===== src/rtl/serial_cmd_decoder_pkg.sv =====
// rtl/serial_cmd_decoder_pkg.sv - sync-word values and FSM state encoding shared by rx decoder and tx encoder
// Purpose: single source for the command sync words and the decoder state encoding.
package serial_cmd_decoder_pkg;

    localparam logic [15:0] SYNC_ENCODE_ZERO = 16'hECDE;
    localparam logic [15:0] SYNC_ENCODE_POS  = 16'hECD1;
    localparam logic [15:0] SYNC_SCAN_BEGIN  = 16'h5A51;
    localparam logic [15:0] SYNC_SCAN_TEST   = 16'h5A53;
    localparam logic [15:0] SYNC_SCAN_END    = 16'h5A50;

    typedef enum logic {
        ST_IDLE    = 1'b0,
        ST_PAYLOAD = 1'b1
    } state_t;

endpackage


===== src/rtl/serial_cmd_decoder_pulse_stretch.sv =====
// rtl/serial_cmd_decoder_pulse_stretch.sv - retriggerable fixed-width pulse stretcher
// Purpose: pulse_o goes high on the edge after trig_i and stays high for WIDTH_CYC cycles;
//          a trigger while high reloads the count so the pulse extends without a gap.
// Ports:
//   clk_i    in  clock
//   rst_n_i  in  asynchronous reset, active low
//   trig_i   in  one-cycle trigger
//   pulse_o  out stretched pulse
module pulse_stretch #(
    parameter int WIDTH_CYC = 4
) (
    input  logic clk_i,
    input  logic rst_n_i,
    input  logic trig_i,
    output logic pulse_o
);

    localparam int CNT_W = $clog2(WIDTH_CYC + 1);

    logic [CNT_W-1:0] r_cnt;

    always_ff @(posedge clk_i or negedge rst_n_i) begin
        if (!rst_n_i) begin
            r_cnt <= '0;
        end else if (trig_i) begin
            r_cnt <= CNT_W'(WIDTH_CYC);
        end else if (r_cnt != '0) begin
            r_cnt <= r_cnt - CNT_W'(1);
        end
    end

    assign pulse_o = (r_cnt != '0);

endmodule


===== src/rtl/serial_cmd_decoder.sv =====
// rtl/serial_cmd_decoder.sv - decodes the serial_rx word stream into timing-board control events
// Purpose: sync-word decoder with multi-word encoder-position frame, stretched zero pulse,
//          inter-word frame timeout and saturating error counters. 1-cycle output latency.
// Ports:
//   clk_i, rst_n_i       clock, asynchronous active-low reset
//   rx_valid_i/rx_data_i one-cycle word strobe and word
//   err_clr_i            synchronous clear of both error counters (wins over increment)
//   encode_zero_flag_o   stretched pulse on ENCODE_ZERO
//   pos_valid_o          one-cycle strobe when pos_data_o updates
//   pos_data_o           last complete encoder position, MSW first
//   scan_start_flag_o    scan active level
//   scan_test_flag_o     test scan active level
//   frame_busy_o         high while collecting a position payload
//   err_unknown_cnt_o    unrecognised words seen in IDLE
//   err_timeout_cnt_o    payload frames dropped on timeout
// PAYLOAD_WORDS must be >= 2; TIMEOUT_CYCLES >= 2; PULSE_WIDTH >= 1.
module serial_cmd_decoder
    import serial_cmd_decoder_pkg::*;
#(
    parameter int DATA_WIDTH     = 16,
    parameter int PAYLOAD_WORDS  = 2,
    parameter int TIMEOUT_CYCLES = 1024,
    parameter int PULSE_WIDTH    = 4,
    parameter int ERR_CNT_WIDTH  = 16
) (
    input  logic                                clk_i,
    input  logic                                rst_n_i,
    input  logic                                rx_valid_i,
    input  logic [DATA_WIDTH-1:0]               rx_data_i,
    input  logic                                err_clr_i,
    output logic                                encode_zero_flag_o,
    output logic                                pos_valid_o,
    output logic [PAYLOAD_WORDS*DATA_WIDTH-1:0] pos_data_o,
    output logic                                scan_start_flag_o,
    output logic                                scan_test_flag_o,
    output logic                                frame_busy_o,
    output logic [ERR_CNT_WIDTH-1:0]            err_unknown_cnt_o,
    output logic [ERR_CNT_WIDTH-1:0]            err_timeout_cnt_o
);

    localparam int POS_W = PAYLOAD_WORDS * DATA_WIDTH;
    localparam int SHF_W = (PAYLOAD_WORDS - 1) * DATA_WIDTH;
    localparam int IDX_W = (PAYLOAD_WORDS > 1) ? $clog2(PAYLOAD_WORDS) : 1;
    localparam int TO_W  = $clog2(TIMEOUT_CYCLES);
    localparam logic [ERR_CNT_WIDTH-1:0] ERR_MAX = '1;

    state_t               r_state, w_state_nxt;
    logic [IDX_W-1:0]     r_idx;
    logic [TO_W-1:0]      r_to_cnt;
    logic [SHF_W-1:0]     r_shift;
    logic [POS_W-1:0]     r_pos_data;
    logic                 r_pos_valid;
    logic                 r_scan_start, r_scan_test;
    logic [ERR_CNT_WIDTH-1:0] r_err_unk, r_err_to;

    logic [POS_W-1:0]     w_assembled;
    logic                 w_zero_trig, w_pos_enter, w_word_in, w_frame_done;
    logic                 w_timeout, w_unknown, w_scan_wr, w_scan_start_val, w_scan_test_val;

    // Earlier words sit in r_shift; the incoming word completes the LSW.
    assign w_assembled = {r_shift, rx_data_i};

    always_comb begin
        w_state_nxt      = r_state;
        w_zero_trig      = 1'b0;
        w_pos_enter      = 1'b0;
        w_word_in        = 1'b0;
        w_frame_done     = 1'b0;
        w_timeout        = 1'b0;
        w_unknown        = 1'b0;
        w_scan_wr        = 1'b0;
        w_scan_start_val = 1'b0;
        w_scan_test_val  = 1'b0;
        case (r_state)
            ST_IDLE: begin
                if (rx_valid_i) begin
                    if (rx_data_i == DATA_WIDTH'(SYNC_ENCODE_ZERO)) begin
                        w_zero_trig = 1'b1;
                    end else if (rx_data_i == DATA_WIDTH'(SYNC_ENCODE_POS)) begin
                        w_pos_enter = 1'b1;
                        w_state_nxt = ST_PAYLOAD;
                    end else if (rx_data_i == DATA_WIDTH'(SYNC_SCAN_BEGIN)) begin
                        w_scan_wr        = 1'b1;
                        w_scan_start_val = 1'b1;
                        w_scan_test_val  = r_scan_test;
                    end else if (rx_data_i == DATA_WIDTH'(SYNC_SCAN_TEST)) begin
                        w_scan_wr        = 1'b1;
                        w_scan_start_val = 1'b1;
                        w_scan_test_val  = 1'b1;
                    end else if (rx_data_i == DATA_WIDTH'(SYNC_SCAN_END)) begin
                        w_scan_wr = 1'b1;
                    end else begin
                        w_unknown = 1'b1;
                    end
                end
            end
            ST_PAYLOAD: begin
                // A word on the expiry cycle takes priority over the timeout.
                if (rx_valid_i) begin
                    w_word_in = 1'b1;
                    if (r_idx == IDX_W'(PAYLOAD_WORDS - 1)) begin
                        w_frame_done = 1'b1;
                        w_state_nxt  = ST_IDLE;
                    end
                end else if (r_to_cnt == TO_W'(TIMEOUT_CYCLES - 1)) begin
                    w_timeout   = 1'b1;
                    w_state_nxt = ST_IDLE;
                end
            end
            default: w_state_nxt = ST_IDLE;
        endcase
    end

    always_ff @(posedge clk_i or negedge rst_n_i) begin
        if (!rst_n_i) begin
            r_state <= ST_IDLE;
        end else begin
            r_state <= w_state_nxt;
        end
    end

    always_ff @(posedge clk_i or negedge rst_n_i) begin
        if (!rst_n_i) begin
            r_idx        <= '0;
            r_to_cnt     <= '0;
            r_shift      <= '0;
            r_pos_data   <= '0;
            r_pos_valid  <= 1'b0;
            r_scan_start <= 1'b0;
            r_scan_test  <= 1'b0;
        end else begin
            r_pos_valid <= w_frame_done;
            if (w_frame_done) begin
                r_pos_data <= w_assembled;
            end
            if (w_pos_enter) begin
                r_idx    <= '0;
                r_to_cnt <= '0;
            end else if (w_word_in) begin
                r_idx    <= r_idx + IDX_W'(1);
                r_to_cnt <= '0;
                r_shift  <= w_assembled[SHF_W-1:0];
            end else if (r_state == ST_PAYLOAD) begin
                r_to_cnt <= r_to_cnt + TO_W'(1);
            end
            if (w_scan_wr) begin
                r_scan_start <= w_scan_start_val;
                r_scan_test  <= w_scan_test_val;
            end
        end
    end

    always_ff @(posedge clk_i or negedge rst_n_i) begin
        if (!rst_n_i) begin
            r_err_unk <= '0;
            r_err_to  <= '0;
        end else if (err_clr_i) begin
            r_err_unk <= '0;
            r_err_to  <= '0;
        end else begin
            if (w_unknown && (r_err_unk != ERR_MAX)) begin
                r_err_unk <= r_err_unk + ERR_CNT_WIDTH'(1);
            end
            if (w_timeout && (r_err_to != ERR_MAX)) begin
                r_err_to <= r_err_to + ERR_CNT_WIDTH'(1);
            end
        end
    end

    pulse_stretch #(
        .WIDTH_CYC (PULSE_WIDTH)
    ) u_zero_stretch (
        .clk_i   (clk_i),
        .rst_n_i (rst_n_i),
        .trig_i  (w_zero_trig),
        .pulse_o (encode_zero_flag_o)
    );

    assign pos_valid_o       = r_pos_valid;
    assign pos_data_o        = r_pos_data;
    assign scan_start_flag_o = r_scan_start;
    assign scan_test_flag_o  = r_scan_test;
    assign frame_busy_o      = (r_state == ST_PAYLOAD);
    assign err_unknown_cnt_o = r_err_unk;
    assign err_timeout_cnt_o = r_err_to;

endmodule


===== config.mk =====
export PLATFORM = sky130hd
export DESIGN_NAME = serial_cmd_decoder
export DESIGN_NICKNAME = d
export VERILOG_FILES = /design/src/rtl/serial_cmd_decoder_pkg.sv /design/src/rtl/serial_cmd_decoder_pulse_stretch.sv /design/src/rtl/serial_cmd_decoder.sv
export SDC_FILE = /design/constraint.sdc
export NUM_CORES = 1
export LEC_CHECK = 0
export CORE_ASPECT_RATIO = 0.8
export CORE_UTILIZATION = 40
export CTS_BUF_LIST = sky130_fd_sc_hd__clkbuf_8
export DETAILED_ROUTE_END_ITERATION = 8
export GPL_TIMING_DRIVEN = 0
export PLACE_DENSITY_LB_ADDON = 0.15
export SYNTH_ARGS = -nofsm -noshare
export SYNTH_HDL_FRONTEND = slang
export SYNTH_HIERARCHICAL = 1
export SYNTH_SLANG_ARGS = --single-unit

===== constraint.sdc =====
create_clock -name clk_i -period 7.1 [get_ports clk_i]
set_input_delay 1.42 -clock clk_i [delete_from_list [all_inputs] [get_ports clk_i]]
set_output_delay 1.42 -clock clk_i [all_outputs]
set_load 0.005 [all_outputs]

Yosys cells after proc, flatten, opt, wreduce, memory -nomap -nowiden. Cells that the tools add are included.

Bitwise gates (word level): 2. Eq/ne operators: 9. Muxes and demuxes: 55. Add/subtract/negate cells: 5. Reduce and logical (&&, ||, !) cells: 10.

Operator list (number): 16-bit 2-to-1 mux (4); 16-bit by 15-bit == test with 1-bit output (second input constant) (3); 1-bit 2-to-1 mux (45); 16-bit by 1-bit adder with 16-bit output (second input constant) (2); 16-bit == test (second input constant) (2); 16-bit inequality test (second input constant) (2); 10-bit 2-to-1 mux (3); 10-bit by 1-bit adder with 10-bit output (second input constant) (1); 10-bit == test (second input constant) (1); 2-bit nonzero test (4); 3-bit 2-to-1 mux (2); 3-bit nonzero test (2); 5-bit inequality test (second input constant) (1); 2-bit AND reduction (2); 3-bit by 1-bit subtractor with 3-bit output (second input constant) (1); 1-bit logical AND (2); 1-bit inverter (2); 1-bit one-hot mux with 2 select lines (1); 1-bit adder (second input constant) (1).

Bits of input ports: 20. Word-level logic and storage cells: 92. Bits in registers: 98. Output and inout port bits: 69.

Logic depth before layout (Yosys ltp).
Word-level depth: 11. Depth in mapped cells: 8.

By module. The synthesis kept the hierarchy.

By module, submodules not included: serial_cmd_decoder (area each 4384.2 sq um, cells an instance 394, instances 1); pulse_stretch (area each 177.7 sq um, cells an instance 16, instances 1).

Worst setup path after synthesis. Ideal clock, no wire load.

Kind: input -> register. Start point: input port rx_valid_i. End point: register r_err_to[13], in the netlist err_timeout_cnt_o[13]. Cell stages on the path: 8. Required time: 6.975 ns. Path slack: 3.734 ns. Data arrival time: 3.241 ns. Cell sequence: buf_2 > nand2b_4 > or4_1 > clkbuf_2 > a311o_1 > buf_2 > nor2_1 > mux2_2.

Longest elaborated chain between the ends: 4.

RTL lines: start, declared (RTL line serial_cmd_decoder.sv:28) `input logic rx_valid_i,`; 1-bit 2-to-1 mux (RTL line serial_cmd_decoder.sv:99) `if (rx_valid_i) begin`; 1-bit 2-to-1 mux (RTL line serial_cmd_decoder.sv:74) `case (r_state)`; 1-bit logical AND (RTL line serial_cmd_decoder.sv:164) `if (w_timeout && (r_err_to != ERR_MAX)) begin`; 2-bit nonzero test (no source line); end signal, assigned (RTL line serial_cmd_decoder.sv:165) `r_err_to <= r_err_to + ERR_CNT_WIDTH'(1);`; end, declared (RTL line serial_cmd_decoder.sv:54) `logic [ERR_CNT_WIDTH-1:0] r_err_unk, r_err_to;`.

No other way between the ends. A chain may end at the register's enable or synchronous reset.

Worst setup path after layout.
Start point: input port rx_data_i[8]. End point: register r_err_unk[12], in the netlist err_unknown_cnt_o[12].

Longest elaborated chain between the ends: 10. Elaborated cells between the ends (all ways): 14.

RTL lines: start, declared (RTL line serial_cmd_decoder.sv:29) `input logic [DATA_WIDTH-1:0] rx_data_i,`; 16-bit by 15-bit == test with 1-bit output (RTL line serial_cmd_decoder.sv:90) `end else if (rx_data_i == DATA_WIDTH'(SYNC_SCAN_END)) begin`; 1-bit 2-to-1 mux (RTL line serial_cmd_decoder.sv:90); 1-bit 2-to-1 mux (RTL line serial_cmd_decoder.sv:86) `end else if (rx_data_i == DATA_WIDTH'(SYNC_SCAN_TEST)) begin`; 1-bit 2-to-1 mux (RTL line serial_cmd_decoder.sv:82) `end else if (rx_data_i == DATA_WIDTH'(SYNC_SCAN_BEGIN)) begin`; 1-bit 2-to-1 mux (RTL line serial_cmd_decoder.sv:79) `end else if (rx_data_i == DATA_WIDTH'(SYNC_ENCODE_POS)) begin`; 1-bit 2-to-1 mux (*) (RTL line serial_cmd_decoder.sv:77) `if (rx_data_i == DATA_WIDTH'(SYNC_ENCODE_ZERO)) begin`; 1-bit 2-to-1 mux (*) (RTL line serial_cmd_decoder.sv:76) `if (rx_valid_i) begin`; 1-bit 2-to-1 mux (*) (RTL line serial_cmd_decoder.sv:74); 1-bit logical AND (*) (RTL line serial_cmd_decoder.sv:161) `if (w_unknown && (r_err_unk != ERR_MAX)) begin`; 2-bit nonzero test (no source line) (*); end signal, assigned (RTL line serial_cmd_decoder.sv:162) `r_err_unk <= r_err_unk + ERR_CNT_WIDTH'(1);`; end, declared (RTL line serial_cmd_decoder.sv:54).

Every way passes the cells marked *; elsewhere a longest branch is shown, timed or not.

==> summary.md <==
| Metric | Value |
|---|---|
| Status | finished clean |
| Avg WL per Cell | ~16 microns |
| Routed vias/inst | 5.606 |
| Clock Skew | just over 0.004 ns |
| Worst-Skew Late Latency | between 0.3 and 0.4 ns |
| Die width | 121.4 microns |
| Hold depth | 1 |
| Detailed Routing Iterations Pass 1 | 4 |
| Initial DRC count | about 150 |
| Pre-CTS setup slack | ~2.7 ns |
| Worst reg-to-reg path cell count | 8 |
| # setup viols final | 0 |
| Async set-reset flop share out of synthesis | 100.0% |
| Max Fclk | between 200 and 250 MHz |
| Routed WL | 10,760 microns |
| Post-Syn Nets | 435 |
| Top cell by count, worst path | clkbuf_1 |
| Core ar. | between 10,000 and 15,000 sq um |
| Share of layout cells above drive strength 1 | 14.62% |
| Post-CTS Setup Repair Bufs | 0 |
| Number of flops mapped to enable cells by yosys | 0 |
| Reg-to-Reg Start | err_unknown_cnt_o[0] |
| Relative slew slack | 36.60% |
| # IOs | 89 |
| Via count | ~3,700 |
| Seq/Total Area, Yosys | 53.76% |
| Slowest Stage Delay on Critical Path | 0.65 ns |
| Grt ovf | 0 |
| Seq cells post-synth | 98 |
| CP max FO | 10 |
| Primary FF master, synth | dfrtp_1 |
| Setup_tns | 0 ns |
| Minimum clock period | 4.006 ns |
| Final Net Count | 534 |
| Leakage | 2.533 nW |
| Total GRT Usage | 19.96% |
| CTS buffer count | 9 |
| CP Capture Type | register |
| P&R area growth vs syn | 28.66% |
| Startpoint types | input port |
| Final worst-path cycle share | 56.43% |
| CTS sink cnt | between 90 and 100 |
| Hold Path Sink | scan_start_flag_o |
| Routed Antenna Nets | 0 |
| # rows | 34 |
| Post-Syn Area | 4562 sq um |
| Number of global-route vias before repair | 3,622 |
| Die Span Y | a little under 100 microns |
| Cell variety after synth | 47 |
| R2R Setup Slk | 4.24 ns |
| Max-Cap Viols | 0 |
| CTS clk-pin slew, worst paths | 0.09 ns |
| Post-CTS Hold Fix Bufs | 0 |
| Final worst slack | 3.094 ns |
| Cell count after synthesis | 410 |
| Fin. Hold Viols | 0 |
| Hold Path Origin | scan_start_flag_o |
| H-tree Lvls | 3 |
| Port bufs | 87 |
| Max clock buf depth | 2 |
| Die area | between 10,000 and 15,000 sq um |
| Synth warnings | 6 |
| Largest net degree at the start of global routing | 53 |
| Unrepaired setup endpoints after global routing | false |
| Critical Path AT | 4.29 ns |
| ANT cells | 0 |
| Required @ worst endpoint | 7.39 ns |
| Root Driver | clkbuf_8 |
| Hold WC Path Type | reg -> reg |
| RR Endpoint | err_unknown_cnt_o[12] |
| Initial core utilization | 41.56% |
| CTS tree | built |
| Critical path type | in -> reg |
| First-pass GRT wire length | 18,490 microns |
| Placed wire-length estimate | 7874 microns |
| Max-slew violations | 0 |
| Placer congestion estimate | just over 0.8 |
| Number of remaining DRC errors | 0 |
| CP Cell Sequence | clkdlybuf4s50_1, nand4bb_1, nor4_1, a21o_1, clkbuf_1, clkbuf_1, o31ai_1, a21oi_1 |
| Peak VDD IR | 0.1144 mV |
| P per Cell Area | 185.9 nW/um^2 |
| Worst-Margin Slew | 0.9423 ns |
| Synth Area per Inst | roughly 11 sq um |
| Initial antenna violation count | 0 |
| Power Total | 1.091 mW |
| Post-CTS sizing | 0 |
| Critical Path Slowest Stage Cell | nor4_1 |
==> sequential cells by signal (all words and copies together) (netlist names) <==
name,cells
pos_data_o,32
pos_valid_o,1
err_timeout_cnt_o,16
scan_test_flag_o,1
scan_start_flag_o,1
r_shift,16
r_idx,1
err_unknown_cnt_o,16
u_zero_stretch/r_cnt,3
r_to_cnt,10
frame_busy_o,1
==> critical path, delay by kind of cell <==
| family | cells | cell delay [ns] |
|---|---|---|
| compound gates | 3 | 0.64 |
| buf+inv | 3 | 1.26 |
| simple gates | 2 | 0.96 |
==> how the worst max path moves through the flow <==
| stage | start | endpoint | slack, ns |
|---|---|---|---|
| 3_5_place_dp | rx_data_i[8] | err_unknown_cnt_o[4] | 2.75 |
| 3_3_place_gp | rst_n_i | err_timeout_cnt_o[6] | 0.87 |
| 6_report | rx_data_i[8] | err_unknown_cnt_o[12] | 3.09 |
| 4_1_cts | rx_data_i[8] | err_unknown_cnt_o[12] | 3.14 |
| 5_1_grt | rx_data_i[8] | err_unknown_cnt_o[4] | 2.86 |
| 2_1_floorplan | rx_valid_i | err_timeout_cnt_o[13] | 3.73 |
==> synthesized netlist by cell type, types with 2 or more instances <==
cell,instances,area [sq um]
o22a_1,2,17.52
dfrtp_1,98,2452
and4_1,2,17.52
nor4b_1,3,26.28
buf_2,3,15.01
a21oi_1,25,125.1
ha_1,5,62.56
a211o_1,2,17.52
nor3_1,6,30.03
mux2i_1,2,20.02
and3_1,3,18.77
or3_1,12,75.07
o211ai_1,3,22.52
or4_1,15,112.6
o21ai_0,19,95.09
nand4bb_1,2,22.52
xnor2_1,7,61.31
o31ai_1,14,105.1
nand2_1,23,86.33
nand3_1,16,80.08
nand4_1,12,75.07
a21o_1,3,22.52
nor4_1,10,62.56
nand2b_4,2,27.53
nand2b_1,3,18.77
mux2_2,48,540.5
nor2_1,18,67.56
clkbuf_1,12,45.04
nor2b_1,4,25.02
or2_2,3,18.77
inv_1,16,60.06
and2_1,2,12.51
==> where the power goes <==
group / switching [mW] / internal [mW]
clock network: 0.190 / 0.231
logic: 0.0481 / 0.0452
registers: 0.00816 / 0.569
==> per-stage QoR <==
step	cell area [sq um]	std cells	util, %	hold slack (ns)
final	5869	657	53.48	0.4908
after detailed placement	5638	642	51.37	0.4739
after floorplan	4562	410	-	0.4460
after CTS	5869	657	53.48	0.4952
after global placement	5613	641	51.14	0.4625
after global routing	5869	657	53.48	0.5299
==> cells in the final DEF (no fill, tap or decap), types with 3 or more instances in the layout <==
| cell type | n |
|---|---|
| o21ai_0 | 19 |
| nor4_1 | 10 |
| o31ai_1 | 14 |
| xnor2_1 | 7 |
| nor2b_1 | 4 |
| inv_1 | 17 |
| ha_1 | 5 |
| a21oi_1 | 25 |
| nor3_1 | 6 |
| nand4_1 | 12 |
| nor4b_1 | 3 |
| clkdlybuf4s50_1 | 86 |
| mux2_2 | 48 |
| o211ai_1 | 3 |
| buf_2 | 3 |
| bufinv_16 | 3 |
| or3_1 | 12 |
| a21o_1 | 3 |
| nand2_1 | 23 |
| or2_2 | 3 |
| and3_1 | 3 |
| nand3_1 | 16 |
| dfrtp_1 | 98 |
| nand2b_1 | 3 |
| nor2_1 | 18 |
| clkbuf_1 | 12 |
| clkbuf_8 | 9 |
| or4_1 | 15 |
==> layout make-up <==
class                      instances  area (sq um)
buffer                            16         65.06
tap                              144         180.2
inverter                          16         60.06
fill                            1022          5106
sequential                        98          2452
timing repair buffer              88         895.9
clock buffer                       9         123.9
clock inverter                     6         107.6
multi-input combinational        280          1984
==> cells by family (layout without fill, tap and decap cells) <==
family          Yosys count  count (layout)  synth area share [%]
fa+ha+maj                 5               5                 1.371
compound gates           77              77                 10.48
xor+xnor                  8               8                 1.536
simple gates            140             140                 17.83
mux                      50              50                 12.29
buf+inv                  32             135                 2.743
flops                    98              98                 53.76
==> per-layer routing <==
| metal | vias up | global-route usage [%] | part of all wire [%] |
|---|---|---|---|
| li1 | 1721 | - | - |
| met3 | 14 | 4.401 | 5.3 |
| met1 | 1834 | 28.73 | 48 |
| met4 | 0 | 5.888 | 1.5 |
| met5 | - | 0 | 0 |
| met2 | 114 | 29.94 | 45 |
No activity file was read; power rests on OpenSTA's default activity.
==> variant 1 (config.mk and constraints unchanged) <==
Change the parameter `TIMEOUT_CYCLES` from 1024 to 512.
--- a/src/rtl/serial_cmd_decoder.sv
+++ b/src/rtl/serial_cmd_decoder.sv
@@ -21,3 +21,3 @@
     parameter int PAYLOAD_WORDS  = 2,
-    parameter int TIMEOUT_CYCLES = 1024,
+    parameter int TIMEOUT_CYCLES = 512,
     parameter int PULSE_WIDTH    = 4,
Formal check against the unedited RTL: no difference found for any inputs over 10 cycles, from zero or initial values and one cycle with rst_n_i low; that may be too few to reach the edited logic, so the function may still have changed.
==> variant 1 against the unedited design <==
- area after synthesis rose by 0.63%
- non-clock buffer count rose by 3
- power fell by 5.4%
- hold slack got worse by 0.0087 ns
- sequential cell count fell by 1
- wire length fell by 2.2%
- design area barely moved
- worst setup slack improved by 0.70 ns
- largest power group unchanged
==> variant 1: results <==
[drt]
vias_per_cell = 5.340
drt_iter0_drc = 105
first_pass_iters = 4
wl_per_cell_um = 16.30

[worst_setup_path]
critPathMaxFanout = 10
r2r-start = r_to_cnt[0]
r2r_slack_ns = 4.70
r2r_end = err_timeout_cnt_o[13]
reg2reg_depth = 11

[cts]
root_buffer = clkbuf_8
clk_latency_ns = 0.36
post_cts_buffers = 0
cts_max_level = 3
cts_buffers = 9
clock_path_buffers = 2
ctsResizeCount = 0
clk_pin_slew_ns = 0.09

[hold_path]
worstHoldPathCells = 2
worst_hold_path_type = reg2reg
hold_start = r_shift[0]
min_to = r_shift[0]

[placement]
routabilityCongestion = 0.8109
dp_hpwl_mm = 7.612
portBuffers = 88

[timing]
finalSetupViolations = 0
slew_headroom_pct = 56.06
clock-skew-final_ns = 0.008678

[power]
ir_drop_mv = 0.08729
p_leak_nw = 2.548
sw_frac_of_total_pct = 24.18

[yosys]
synth-async-reset-ratio_pct = 100.0
synthTopCellsByCount = dfrtp_1, mux2_2, nor2_1, nand2_1
synth_fp_nets = 422
synth_edf_count = 0
synth_area_leaders = dfrtp_1, mux2_2, nor2_1
yosysSeqAreaShare_pct = 52.88
synth_cell_types = 58
yosys_warnings = 6

[global_route]
track_usage_pct = 19.42
antenna_found_initial = 0
grt_pass1_vias = 3471
grt_max_degree = 60
grt_pass1_wl_mm = 18.08

[cells_and_area]
fin_nets = 522
diodes = 0
largest_register_ffs = 32
drive_gt1_share_pct = 16.77

[status]
outcome = finished, final reports clean
[variant 1: changes by cell type after synthesis, sizes merged, moves of 5 or more]
| cell | delta |
|---|---|
| xnor2 | +6 |
| inv | -11 |
| mux2 | +5 |
| o21ai | -9 |
| buf | +6 |
| nor2 | +14 |
| nand4 | -5 |
| o31ai | -8 |
| a21oi | -11 |
| or4 | -9 |
[variant 1: how the worst max path moves through the flow]
stage / endpoint / from / slack [ns] / cells past startpoint
floorplan: err_unknown_cnt_o[9] / rx_data_i[0] / 4.26 / 7
global placement: err_unknown_cnt_o[14] / rst_n_i / 0.87 / 1
detailed placement: r_shift[10] / rx_valid_i / 3.47 / 5
CTS: err_unknown_cnt_o[15] / rx_data_i[1] / 3.86 / 8
global route: err_unknown_cnt_o[9] / rx_data_i[1] / 3.72 / 8
finish: err_unknown_cnt_o[15] / rx_data_i[1] / 3.80 / 8
[variant 1: cells by family (layout without fill, tap and decap cells)]
group | after synthesis | in the layout | synth area share (%)
AOI/OAI and AO/OA | 52 | 52 | 7.441
xor gates and xnor gates | 13 | 13 | 2.480
adders and majority gates | 6 | 6 | 1.635
buffers and inverters | 24 | 129 | 2.562
DFF | 97 | 97 | 52.88
muxes | 55 | 55 | 13.52
and+or+nand+nor | 149 | 149 | 19.49
[variant 1: worst max-delay path: stages]
cell             delay, ns
clkdlybuf4s50_1       0.66
nor4b_1               0.13
nand2b_1              0.16
a21o_1                0.19
buf_6                 0.14
buf_8                 0.14
nor4_1                0.35
mux2_1                0.36
[variant 1: layout make-up]
cell class | instances | area, um2
Buffer | 18 | 95.09
Clock buffer | 10 | 137.6
Clock inverter | 6 | 58.81
Fill cell | 1011 | 5145
Inverter | 6 | 22.52
Multi-Input combinational cell | 275 | 2046
Sequential cell | 97 | 2427
Tap cell | 144 | 180.2
Timing Repair Buffer | 89 | 905.9
[variant 1: power by group through the flow]
stage          sequential, mW  clock (mW)  combinational [mW]
5_1_grt                 0.575       0.392               0.113
4_1_cts                 0.573       0.371               0.102
3_5_place_dp            0.584           0               0.102
3_3_place_gp            0.583           0              0.0954
6_report                0.573       0.359               0.100
2_1_floorplan           0.582           0              0.0543
[variant 1: metrics by stage]
stage	worst slack (ns)	cell area, um2	util [%]	cells	hold WS [ns]
after detailed placement	3.468	5677	51.52	629	0.4664
after floorplan	4.264	4591	-	396	0.4460
after global placement	0.8739	5652	51.29	628	0.4662
after global routing	3.720	5873	53.30	645	0.5111
after CTS	3.859	5873	53.30	645	0.4872
final	3.798	5873	53.30	645	0.4822
[variant 1: layer usage]
metal	up-vias	wire [um]	track usage, %
met1	1724	5014	27.66
li1	1637	-	-
met4	0	99	5.128
met3	9	461	4.498
met5	-	0	0
met2	74	4939	29.64
==> variant 2 (same flow settings) <==
Without the edit above. Register the inputs `rx_valid_i`, `rx_data_i` and `err_clr_i` before use. The logic sees them one clock later. Comments in the files are not updated.
--- a/src/rtl/serial_cmd_decoder.sv
+++ b/src/rtl/serial_cmd_decoder.sv
@@ -46,2 +46,12 @@
 
+    logic rx_valid_q;
+    logic [DATA_WIDTH-1:0] rx_data_q;
+    logic err_clr_q;
+
+    always_ff @(posedge clk_i) begin
+        rx_valid_q <= rx_valid_i;
+        rx_data_q  <= rx_data_i;
+        err_clr_q  <= err_clr_i;
+    end
+
     state_t               r_state, w_state_nxt;
@@ -60,3 +70,3 @@
     // Earlier words sit in r_shift; the incoming word completes the LSW.
-    assign w_assembled = {r_shift, rx_data_i};
+    assign w_assembled = {r_shift, rx_data_q};
 
@@ -75,9 +85,9 @@
             ST_IDLE: begin
-                if (rx_valid_i) begin
-                    if (rx_data_i == DATA_WIDTH'(SYNC_ENCODE_ZERO)) begin
+                if (rx_valid_q) begin
+                    if (rx_data_q == DATA_WIDTH'(SYNC_ENCODE_ZERO)) begin
                         w_zero_trig = 1'b1;
-                    end else if (rx_data_i == DATA_WIDTH'(SYNC_ENCODE_POS)) begin
+                    end else if (rx_data_q == DATA_WIDTH'(SYNC_ENCODE_POS)) begin
                         w_pos_enter = 1'b1;
                         w_state_nxt = ST_PAYLOAD;
-                    end else if (rx_data_i == DATA_WIDTH'(SYNC_SCAN_BEGIN)) begin
+                    end else if (rx_data_q == DATA_WIDTH'(SYNC_SCAN_BEGIN)) begin
                         w_scan_wr        = 1'b1;
@@ -85,3 +95,3 @@
                         w_scan_test_val  = r_scan_test;
-                    end else if (rx_data_i == DATA_WIDTH'(SYNC_SCAN_TEST)) begin
+                    end else if (rx_data_q == DATA_WIDTH'(SYNC_SCAN_TEST)) begin
                         w_scan_wr        = 1'b1;
@@ -89,3 +99,3 @@
                         w_scan_test_val  = 1'b1;
-                    end else if (rx_data_i == DATA_WIDTH'(SYNC_SCAN_END)) begin
+                    end else if (rx_data_q == DATA_WIDTH'(SYNC_SCAN_END)) begin
                         w_scan_wr = 1'b1;
@@ -98,3 +108,3 @@
                 // A word on the expiry cycle takes priority over the timeout.
-                if (rx_valid_i) begin
+                if (rx_valid_q) begin
                     w_word_in = 1'b1;
@@ -156,3 +166,3 @@
             r_err_to  <= '0;
-        end else if (err_clr_i) begin
+        end else if (err_clr_q) begin
             r_err_unk <= '0;
Formal check against the unedited RTL: not equivalent (a bounded check fails within 4 cycles, from zero or initial values and one cycle with rst_n_i low).
==> variant 2 against the unedited design <==
- die area is 9.5% higher
- via count is 4.7% higher
- worst setup slack better by 0.87 ns
- power is 34% higher
- sequential cell count is 18 higher
- area after synthesis is 9.7% higher
- critical endpoint is now encode_zero_flag_o
- design area is 12% higher
- wire length is 7.7% higher
- largest cell class unchanged
==> variant 2: results <==
[placement]
dp_worst_setup_slack_ns = 4.400
place_area_mm2 = 0.006123
routabilityCongestion = 0.8203
portBuffers = 88

[timing]
slew_headroom_pct = 49.18
clock-skew-final_ns = 0.01688

[cells_and_area]
drive_gt1_share_pct = 17.59
fillCellCount = 1091
diodes = 0
fin_nets = 569

[global_route]
antenna_found_initial = 0
met2_usage_pct = 30.64
grt_pass1_wl_mm = 19.60
track_usage_pct = 19.81
use_met3_pct = 4.869
grt_use_met1_pct = 26.52

[yosys]
synth_cell_types = 51
synth_fp_nets = 461
synth_area_leaders = dfrtp_1, mux2_2, dfxtp_1
synth-async-reset-ratio_pct = 84.48
synthTopCellsByCount = dfrtp_1, mux2_2, nand2_1, nor2_1, a21oi_1
yosysSeqAreaShare_pct = 56.21

[drt]
wl_per_cell_um = 15.91
num_vias = 3855

[power]
ir_drop_mv = 0.1473
sw_frac_of_total_pct = 23.66
p_leak_nw = 2.838

[worst_setup_path]
critPathMaxFanout = 3
worstSetupEndpointType = output port

[cts]
clk_latency_ns = 0.45
cts_max_level = 4
cts_buffers = 17

[status]
outcome = finished, final reports clean
variant 2: cell types whose count changed after synthesis, moves of 5 or more:
cell and delta:
xnor2_1 -7, inv_1 -6, nor2_1 +7, mux2_2 +5, dfxtp_1 +18
variant 2: per-stage QoR:
| stage | hold slack [ns] | utilization, % | instances |
|---|---|---|---|
| 4_1_cts | 0.4811 | 53.81 | 728 |
| 3_5_place_dp | 0.4653 | 50.16 | 696 |
| 5_1_grt | 0.5041 | 53.81 | 728 |
| 6_report | 0.4772 | 53.81 | 728 |
| 3_3_place_gp | 0.4685 | 49.96 | 695 |
| 2_1_floorplan | 0.4460 | - | 436 |
variant 2: logic make-up after synthesis:
logic type | after synthesis | share of synthesized area [%]
compound gates | 74 | 9.303
xor+xnor | 3 | 0.5252
simple gates | 155 | 17.96
flops | 116 | 56.21
mux | 55 | 12.33
buf+inv | 28 | 2.426
fa+ha+maj | 5 | 1.250
variant 2: layout make-up:
cell class,count,area (um2),area share [%]
flip-flops and latches,116,2813,42.82
multi-input cells,292,2069,31.50
repair buffers,89,905.9,13.79
clock buffers,18,247.7,3.771
well taps,171,214.0,3.257
clock inverters,14,197.7,3.010
plain buffers,18,83.83,1.276
inverters,10,37.54,0.5714
variant 2: final timing paths:
kind | from | end | slack (ns) | cells past startpoint
min in group asynchronous | rst_n_i | pos_data_o[21] | 0.98 | 1
setup reg to reg | rx_data_q[5] | u_zero_stretch/r_cnt[0] | 4.72 | 6
hold reg to reg | scan_start_flag_o | scan_start_flag_o | 0.48 | 1
hold / removal | scan_start_flag_o | scan_start_flag_o | 0.48 | 1
setup / recovery | u_zero_stretch/r_cnt[0] | encode_zero_flag_o | 3.96 | 4
max in group asynchronous | rst_n_i | pos_data_o[27] | 5.43 | 2
variant 2: worst max-delay path, cell delays in order, from the launching register on:
cell             delay [ns]
dfrtp_1                0.36
inv_1                  0.07
ha_1                   0.25
nand2b_4               0.10
clkdlybuf4s50_1        0.51
variant 2: power groups by stage:
| stage | registers (mW) | clock network, mW | logic (mW) |
|---|---|---|---|
| 2_1_floorplan | 0.698 | 0 | 0.0505 |
| 4_1_cts | 0.689 | 0.700 | 0.0936 |
| 5_1_grt | 0.692 | 0.732 | 0.104 |
| 3_5_place_dp | 0.703 | 0 | 0.0943 |
| 6_report | 0.689 | 0.683 | 0.0910 |
| 3_3_place_gp | 0.702 | 0 | 0.0858 |
variant 2: metal layers:
metal	up-vias	routed length, um	part of all wire, %
met1	1905	5491	47
met3	19	494	4.3
met5	-	0	0
met4	0	197	1.7
met2	92	5398	47
li1	1839	-	-
